<file path="src/rtl/nn_mem_pkg.sv">
// nn_mem_pkg: shared types and constants for the accelerator memory readers.
//   reader_state_t : FSM encoding for mem_stream_reader
//   FIFO_DEPTH     : entries in the reader's output FIFO
//   COUNT_W        : width of an occupancy count 0..FIFO_DEPTH
package nn_mem_pkg;

  typedef enum logic [1:0] {
    ST_IDLE  = 2'd0,
    ST_RUN   = 2'd1,
    ST_DRAIN = 2'd2
  } reader_state_t;

  localparam int FIFO_DEPTH = 2;
  localparam int COUNT_W    = $clog2(FIFO_DEPTH + 1);

endpackage

</file>
<file path="src/rtl/stream_fifo2.sv">
// stream_fifo2: 2-entry synchronous FIFO carrying {last, data}.
//   clk, rst_n   : clock, asynchronous active-low reset
//   push         : write push_data this cycle (caller guarantees space)
//   push_data    : {last, data} payload, WIDTH+1 bits
//   count        : current occupancy 0..FIFO_DEPTH
//   out_valid    : head entry present
//   out_ready    : consumer takes the head entry
//   out_payload  : head entry {last, data}
module stream_fifo2
  import nn_mem_pkg::*;
#(
  parameter int WIDTH = 16
) (
  input  logic               clk,
  input  logic               rst_n,
  input  logic               push,
  input  logic [WIDTH:0]     push_data,
  output logic [COUNT_W-1:0] count,
  output logic               out_valid,
  input  logic               out_ready,
  output logic [WIDTH:0]     out_payload
);

  logic [WIDTH:0]     entry_q [FIFO_DEPTH];
  logic [WIDTH:0]     entry_d [FIFO_DEPTH];
  logic               wr_ptr_q, wr_ptr_d;
  logic               rd_ptr_q, rd_ptr_d;
  logic [COUNT_W-1:0] count_q,  count_d;
  logic               pop;

  assign out_valid   = (count_q != '0);
  assign pop         = out_valid && out_ready;
  assign count       = count_q;
  assign out_payload = entry_q[rd_ptr_q];

  always_comb begin
    // NOTE: every combinational output gets a default first, so no path leaves it unassigned and infers a latch.
    entry_d  = entry_q;
    wr_ptr_d = wr_ptr_q;
    rd_ptr_d = rd_ptr_q;
    count_d  = count_q;
    if (push) begin
      entry_d[wr_ptr_q] = push_data;
      wr_ptr_d          = ~wr_ptr_q;
    end
    if (pop) begin
      rd_ptr_d = ~rd_ptr_q;
    end
    case ({push, pop})
      2'b10:   count_d = count_q + 1'b1;
      2'b01:   count_d = count_q - 1'b1;
      default: count_d = count_q;
    endcase
  end

  // NOTE: the storage is reset too: it is only two words, and it makes out_data read 0 straight out of reset.
  always_ff @(posedge clk or negedge rst_n) begin
    if (!rst_n) begin
      for (int i = 0; i < FIFO_DEPTH; i++) entry_q[i] <= '0;
      wr_ptr_q <= 1'b0;
      rd_ptr_q <= 1'b0;
      count_q  <= '0;
    end else begin
      // NOTE: non-blocking assignments for all flops, so every register samples pre-edge values.
      for (int i = 0; i < FIFO_DEPTH; i++) entry_q[i] <= entry_d[i];
      wr_ptr_q <= wr_ptr_d;
      rd_ptr_q <= rd_ptr_d;
      count_q  <= count_d;
    end
  end

endmodule

</file>
<file path="src/rtl/mem_stream_reader.sv">
// mem_stream_reader: reads `length` consecutive words from a registered-read RAM
// starting at base_addr and delivers them as a valid/ready stream.
//   clk, rst_n      : clock, asynchronous active-low reset
//   start           : burst request, sampled in IDLE with base_addr/length
//   base_addr       : first word address (wraps modulo 2**DEPTH)
//   length          : word count 0..2**DEPTH
//   busy            : FSM not in IDLE
//   done            : one-cycle pulse after a burst completes
//   mem_read_addr   : RAM read address (data returns one cycle later)
//   mem_data        : RAM read data
//   out_data/valid/ready/last : output stream, last tags the final word
module mem_stream_reader
  import nn_mem_pkg::*;
#(
  parameter int DEPTH = 8,
  parameter int WIDTH = 16
) (
  input  logic             clk,
  input  logic             rst_n,
  input  logic             start,
  input  logic [DEPTH-1:0] base_addr,
  input  logic [DEPTH:0]   length,
  output logic             busy,
  output logic             done,
  output logic [DEPTH-1:0] mem_read_addr,
  input  logic [WIDTH-1:0] mem_data,
  output logic [WIDTH-1:0] out_data,
  output logic             out_valid,
  input  logic             out_ready,
  output logic             out_last
);

  reader_state_t      state_q, state_d;
  logic [DEPTH-1:0]   addr_q, addr_d;
  logic [DEPTH:0]     remaining_q, remaining_d;
  logic [DEPTH-1:0]   mem_read_addr_q, mem_read_addr_d;
  logic               inflight_q, inflight_d;
  logic               inflight_last_q, inflight_last_d;
  logic               done_q, done_d;

  logic [COUNT_W-1:0] fifo_count;
  logic [WIDTH:0]     fifo_payload;
  logic               pop;
  logic [2:0]         occupancy;
  logic               credit_ok;
  logic               issue;
  logic               last_issue;

  // A read issued last cycle lands in the FIFO at this edge, so it already
  // holds a slot; a word leaving this cycle frees one.
  assign pop        = out_valid && out_ready;
  assign occupancy  = 3'(fifo_count) + 3'(inflight_q) - 3'(pop);
  assign credit_ok  = occupancy < 3'(FIFO_DEPTH);
  assign issue      = (state_q == ST_RUN) && (remaining_q != '0) && credit_ok;
  assign last_issue = issue && (remaining_q == (DEPTH+1)'(1));

  stream_fifo2 #(.WIDTH(WIDTH)) u_fifo (
    .clk         (clk),
    .rst_n       (rst_n),
    .push        (inflight_q),
    .push_data   ({inflight_last_q, mem_data}),
    .count       (fifo_count),
    .out_valid   (out_valid),
    .out_ready   (out_ready),
    .out_payload (fifo_payload)
  );

  // State register.
  always_ff @(posedge clk or negedge rst_n) begin
    if (!rst_n) begin
      state_q         <= ST_IDLE;
      addr_q          <= '0;
      remaining_q     <= '0;
      mem_read_addr_q <= '0;
      inflight_q      <= 1'b0;
      inflight_last_q <= 1'b0;
      done_q          <= 1'b0;
    end else begin
      state_q         <= state_d;
      addr_q          <= addr_d;
      remaining_q     <= remaining_d;
      mem_read_addr_q <= mem_read_addr_d;
      inflight_q      <= inflight_d;
      inflight_last_q <= inflight_last_d;
      done_q          <= done_d;
    end
  end

  // Next-state and counter logic.
  always_comb begin
    state_d         = state_q;
    addr_d          = addr_q;
    remaining_d     = remaining_q;
    done_d          = 1'b0;
    inflight_d      = issue;
    inflight_last_d = last_issue;
    mem_read_addr_d = issue ? addr_q : mem_read_addr_q;

    unique case (state_q)
      ST_IDLE: begin
        if (start) begin
          if (length != '0) begin
            addr_d      = base_addr;
            remaining_d = length;
            state_d     = ST_RUN;
          end else begin
            done_d = 1'b1;
          end
        end
      end
      ST_RUN: begin
        if (issue) begin
          addr_d      = addr_q + 1'b1;
          remaining_d = remaining_q - 1'b1;
          if (last_issue) state_d = ST_DRAIN;
        end
      end
      ST_DRAIN: begin
        // Leave once nothing is in flight and the final word transfers now.
        if (!inflight_q &&
            ((fifo_count == '0) || ((fifo_count == COUNT_W'(1)) && pop))) begin
          state_d = ST_IDLE;
          done_d  = 1'b1;
        end
      end
      default: state_d = ST_IDLE;
    endcase
  end

  // Outputs.
  always_comb begin
    busy          = (state_q != ST_IDLE);
    done          = done_q;
    mem_read_addr = mem_read_addr_d;
    out_data      = fifo_payload[WIDTH-1:0];
    out_last      = fifo_payload[WIDTH];
  end

endmodule
</file>
<file path="config.mk">
export PLATFORM = sky130hd
export DESIGN_NAME = mem_stream_reader
export DESIGN_NICKNAME = d
export VERILOG_FILES = /design/src/rtl/nn_mem_pkg.sv /design/src/rtl/stream_fifo2.sv /design/src/rtl/mem_stream_reader.sv
export SDC_FILE = /design/constraint.sdc
export NUM_CORES = 1
export LEC_CHECK = 0
export ABC_CLOCK_PERIOD_IN_PS = 6360
export CAP_MARGIN = 0
export CORE_MARGIN = 1.5
export CORE_UTILIZATION = 30
export DETAILED_ROUTE_END_ITERATION = 12
export GPL_TIMING_DRIVEN = 1
export PLACE_DENSITY = 0.52
export SYNTH_ARGS = -nofsm -noshare
export SYNTH_HDL_FRONTEND = slang
export SYNTH_SLANG_ARGS = --single-unit
</file>
<file path="constraint.sdc">
create_clock -name clk -period 6.36 [get_ports clk]
set_input_delay 1.272 -clock clk [delete_from_list [all_inputs] [get_ports clk]]
set_output_delay 1.272 -clock clk [all_outputs]
set_load 0.005 [all_outputs]
</file>
==> results_dict.tcl <==
set metrics [dict create \
    drtAntennaViolNets 0 \
    ys_ff_latch 68 \
    ctsLongestPathBuffers 2 \
    hpwl_um 5330 \
    crit_type "in2out" \
    p_total_w 0.00253 \
    dr_wl_met2_um 3680 \
    drv_slew 0 \
    met3_length_um 561 \
    synth_area_leaders "dfrtp_1 (50%), mux2_2 (19%), a21oi_1 (2.9%)" \
    syn_to_final_growth_pct 30.1 \
    grtUsageTotal 0.141 \
    clockRootBuffer "clkbuf_16" \
    antennaDiodeCount 0 \
    drv.max_cap_violation_count 0 \
    num_rows 38 \
    antenna_found_initial 0 \
    synth_edf_count 0 \
    clk_pin_slew_ns 0.05 \
    syn-num-nets 336 \
    drcViolationCount 0 \
    fin_worst_skew_ns 0.00334 \
    hold_path_class "reg2reg" \
    highest_layer "met4" \
    routed_wl_um 8000 \
    drt_iter0_markers 102 \
    syn-cell-area_um2 3440 \
    synth.most_common_cell "dfrtp_1" \
    netlist.area_leader.share 0.495 \
    fin_area_um2 4470 \
    wire_per_inst_um 16.0 \
    post_cts_buffers 0 \
    hold_viol 0 \
    async_reset_ff_frac 1.00 \
    die_h_um 110 \
    crit_path_end_kind "primary output" \
    drive_above_1_share 0.270 \
    start_kind "primary input" \
    port_buffers 64 \
    htreeDepth 3 \
    grt_pass1_wl_um 13000 \
    setup_slack_ns 0.577 \
    post-place-ws_ns 0.589 \
    finalSetupTns_ns 0 \
    clk-insertion-delay-late_ns 0.33 \
    grt_max_degree 69 \
    via_per_inst 5.03 \
    grt_setup_unrepaired "no" \
    die_area_um2 12100 \
    die_x_um 110 \
    worst-endpoint-arrival_ns 4.51 \
    critPathMaxFanout 16 \
    clkSinkCount 68 \
    netlist-cell-type-count 57 \
    seq_area_frac_synth 0.495 \
    syn_area_per_cell_um2 11.8 \
    period_share 0.909 \
    synth_top_area_cell "dfrtp_1" \
    coreArea_um2 11000 \
    vias 2511 \
    ys_top_cells_by_count "dfrtp_1 (68), mux2_2 (58), a21oi_1 (20), nand2_1 (15), o21ai_0 (13)" \
    power.leakage_nw 1.82 \
    cts_tree "built" \
    cts_made_buffers 9 \
    tightest_slew_ns 0.890 \
    required_ns 5.09 \
    outcome "complete, no violations" \
    grt_pass1_vias 2593 \
    gp_congestion 0.827 \
    ios 65 \
    max_freq_ghz 0.173 \
    hold_buffers 0 \
    drt_pre_antenna_iters 5 \
    cts_resized 0 \
    maxSlewHeadroom 0.406 \
    setup_viol 0 \
    ir_drop_uv 246 \
    ys.flop_type "dfrtp_1" \
    fillers 1075 \
    power_density_nw_per_um2 567 \
    dpl-instance-area_um2 4180 \
    met1_length_um 3690 \
    initial_core_util 0.313 \
    overflow 0 \
    netlist_instances 292 \
    yosys_warnings 0 \
    layout_min_cycle_time_ns 5.78 \
    nets 398 \
]
## placed cells by master (no fill, tap or decap), types with 6 or more instances in the layout
cell type	n
nor2_1	11
inv_1	6
nand3_1	7
clkdlybuf4s50_1	63
mux2_2	58
o21ai_0	13
xnor2_1	6
nor4_1	6
ha_1	6
dfrtp_1	68
nand2_1	15
clkbuf_16	9
a21oi_1	20
## stage by stage
step / util / hold WS (ns) / instances
after detailed placement: 0.380 / 0.482 / 483
after global placement: 0.380 / 0.478 / 483
after floorplan: - / 0.463 / 292
after CTS: 0.407 / 0.493 / 499
final: 0.407 / 0.487 / 499
after global routing: 0.407 / 0.512 / 499
## per-layer routing
layer,vias up,global-route usage
met2,78,0.224
li1,1190,-
met4,0,0.0371
met5,-,0
met3,9,0.0459
met1,1234,0.184
## worst max-delay path: stages
cell and delay [ns]:
clkdlybuf4s50_1 0.49, nand2b_1 0.17, xnor2_1 0.20, nand2b_1 0.18, fa_1 0.41, xnor2_1 0.18
and3_1 0.34, nand2_1 0.13, inv_2 0.31, mux2_2 0.39, clkdlybuf4s50_1 0.45
## power by group
part | internal [W] | leakage, nW | switching, W
combinational | 0.000718 | 0.879 | 0.000512
clock | 0.000303 | 0.139 | 0.000190
sequential | 0.000640 | 0.800 | 0.000172
## cells by family after synthesis
| kind of cell | after synthesis | synth area share |
|---|---|---|
| simple gates | 70 | 0.118 |
| fa+ha+maj | 7 | 0.0277 |
| flops | 68 | 0.495 |
| xor+xnor | 7 | 0.0178 |
| mux | 61 | 0.202 |
| compound gates | 57 | 0.107 |
| buf+inv | 22 | 0.0324 |
## flip-flops by register name, indices dropped and copies added, names as in the netlist
| name | count |
|---|---|
| inflight_last_q | 1 |
| u_fifo.rd_ptr_q | 1 |
| remaining_q | 9 |
| done | 1 |
| u_fifo.count | 2 |
| u_fifo.wr_ptr_q | 1 |
| addr_q | 8 |
| mem_read_addr_q | 8 |
| u_fifo.entry_q | 34 |
| inflight_q | 1 |
| state_q | 2 |
## final cells by class
cell class | instances | area (um^2) | area share
Sequential cell | 68 | 1700 | 0.381
Timing Repair Buffer | 66 | 651 | 0.146
Tap cell | 140 | 175 | 0.0392
Clock buffer | 10 | 229 | 0.0512
Inverter | 7 | 26.3 | 0.00588
Multi-Input combinational cell | 202 | 1620 | 0.363
Clock inverter | 6 | 63.8 | 0.0143
## path summary, 6_finish.rpt
| check | end | depth (start not counted) | startpoint | slack [ns] |
|---|---|---|---|---|
| worst min-delay path | u_fifo.wr_ptr_q$_DFFE_PN0P_ | 1 | u_fifo.wr_ptr_q$_DFFE_PN0P_ | 0.49 |
| worst max-delay path | mem_read_addr[7] | 11 | out_ready | 0.58 |
| min in group asynchronous | u_fifo.entry_q[30]$_DFFE_PN0P_ | 2 | rst_n | 1.14 |
| worst max register to register | addr_q[1]$_DFFE_PN0P_ | 11 | u_fifo.count[1]$_DFFE_PN0P_ | 2.83 |
| worst min register to register | u_fifo.wr_ptr_q$_DFFE_PN0P_ | 1 | u_fifo.wr_ptr_q$_DFFE_PN0P_ | 0.49 |
| max in group asynchronous | addr_q[3]$_DFFE_PN0P_ | 2 | rst_n | 4.63 |
No activity file was read; power rests on OpenSTA's default activity.
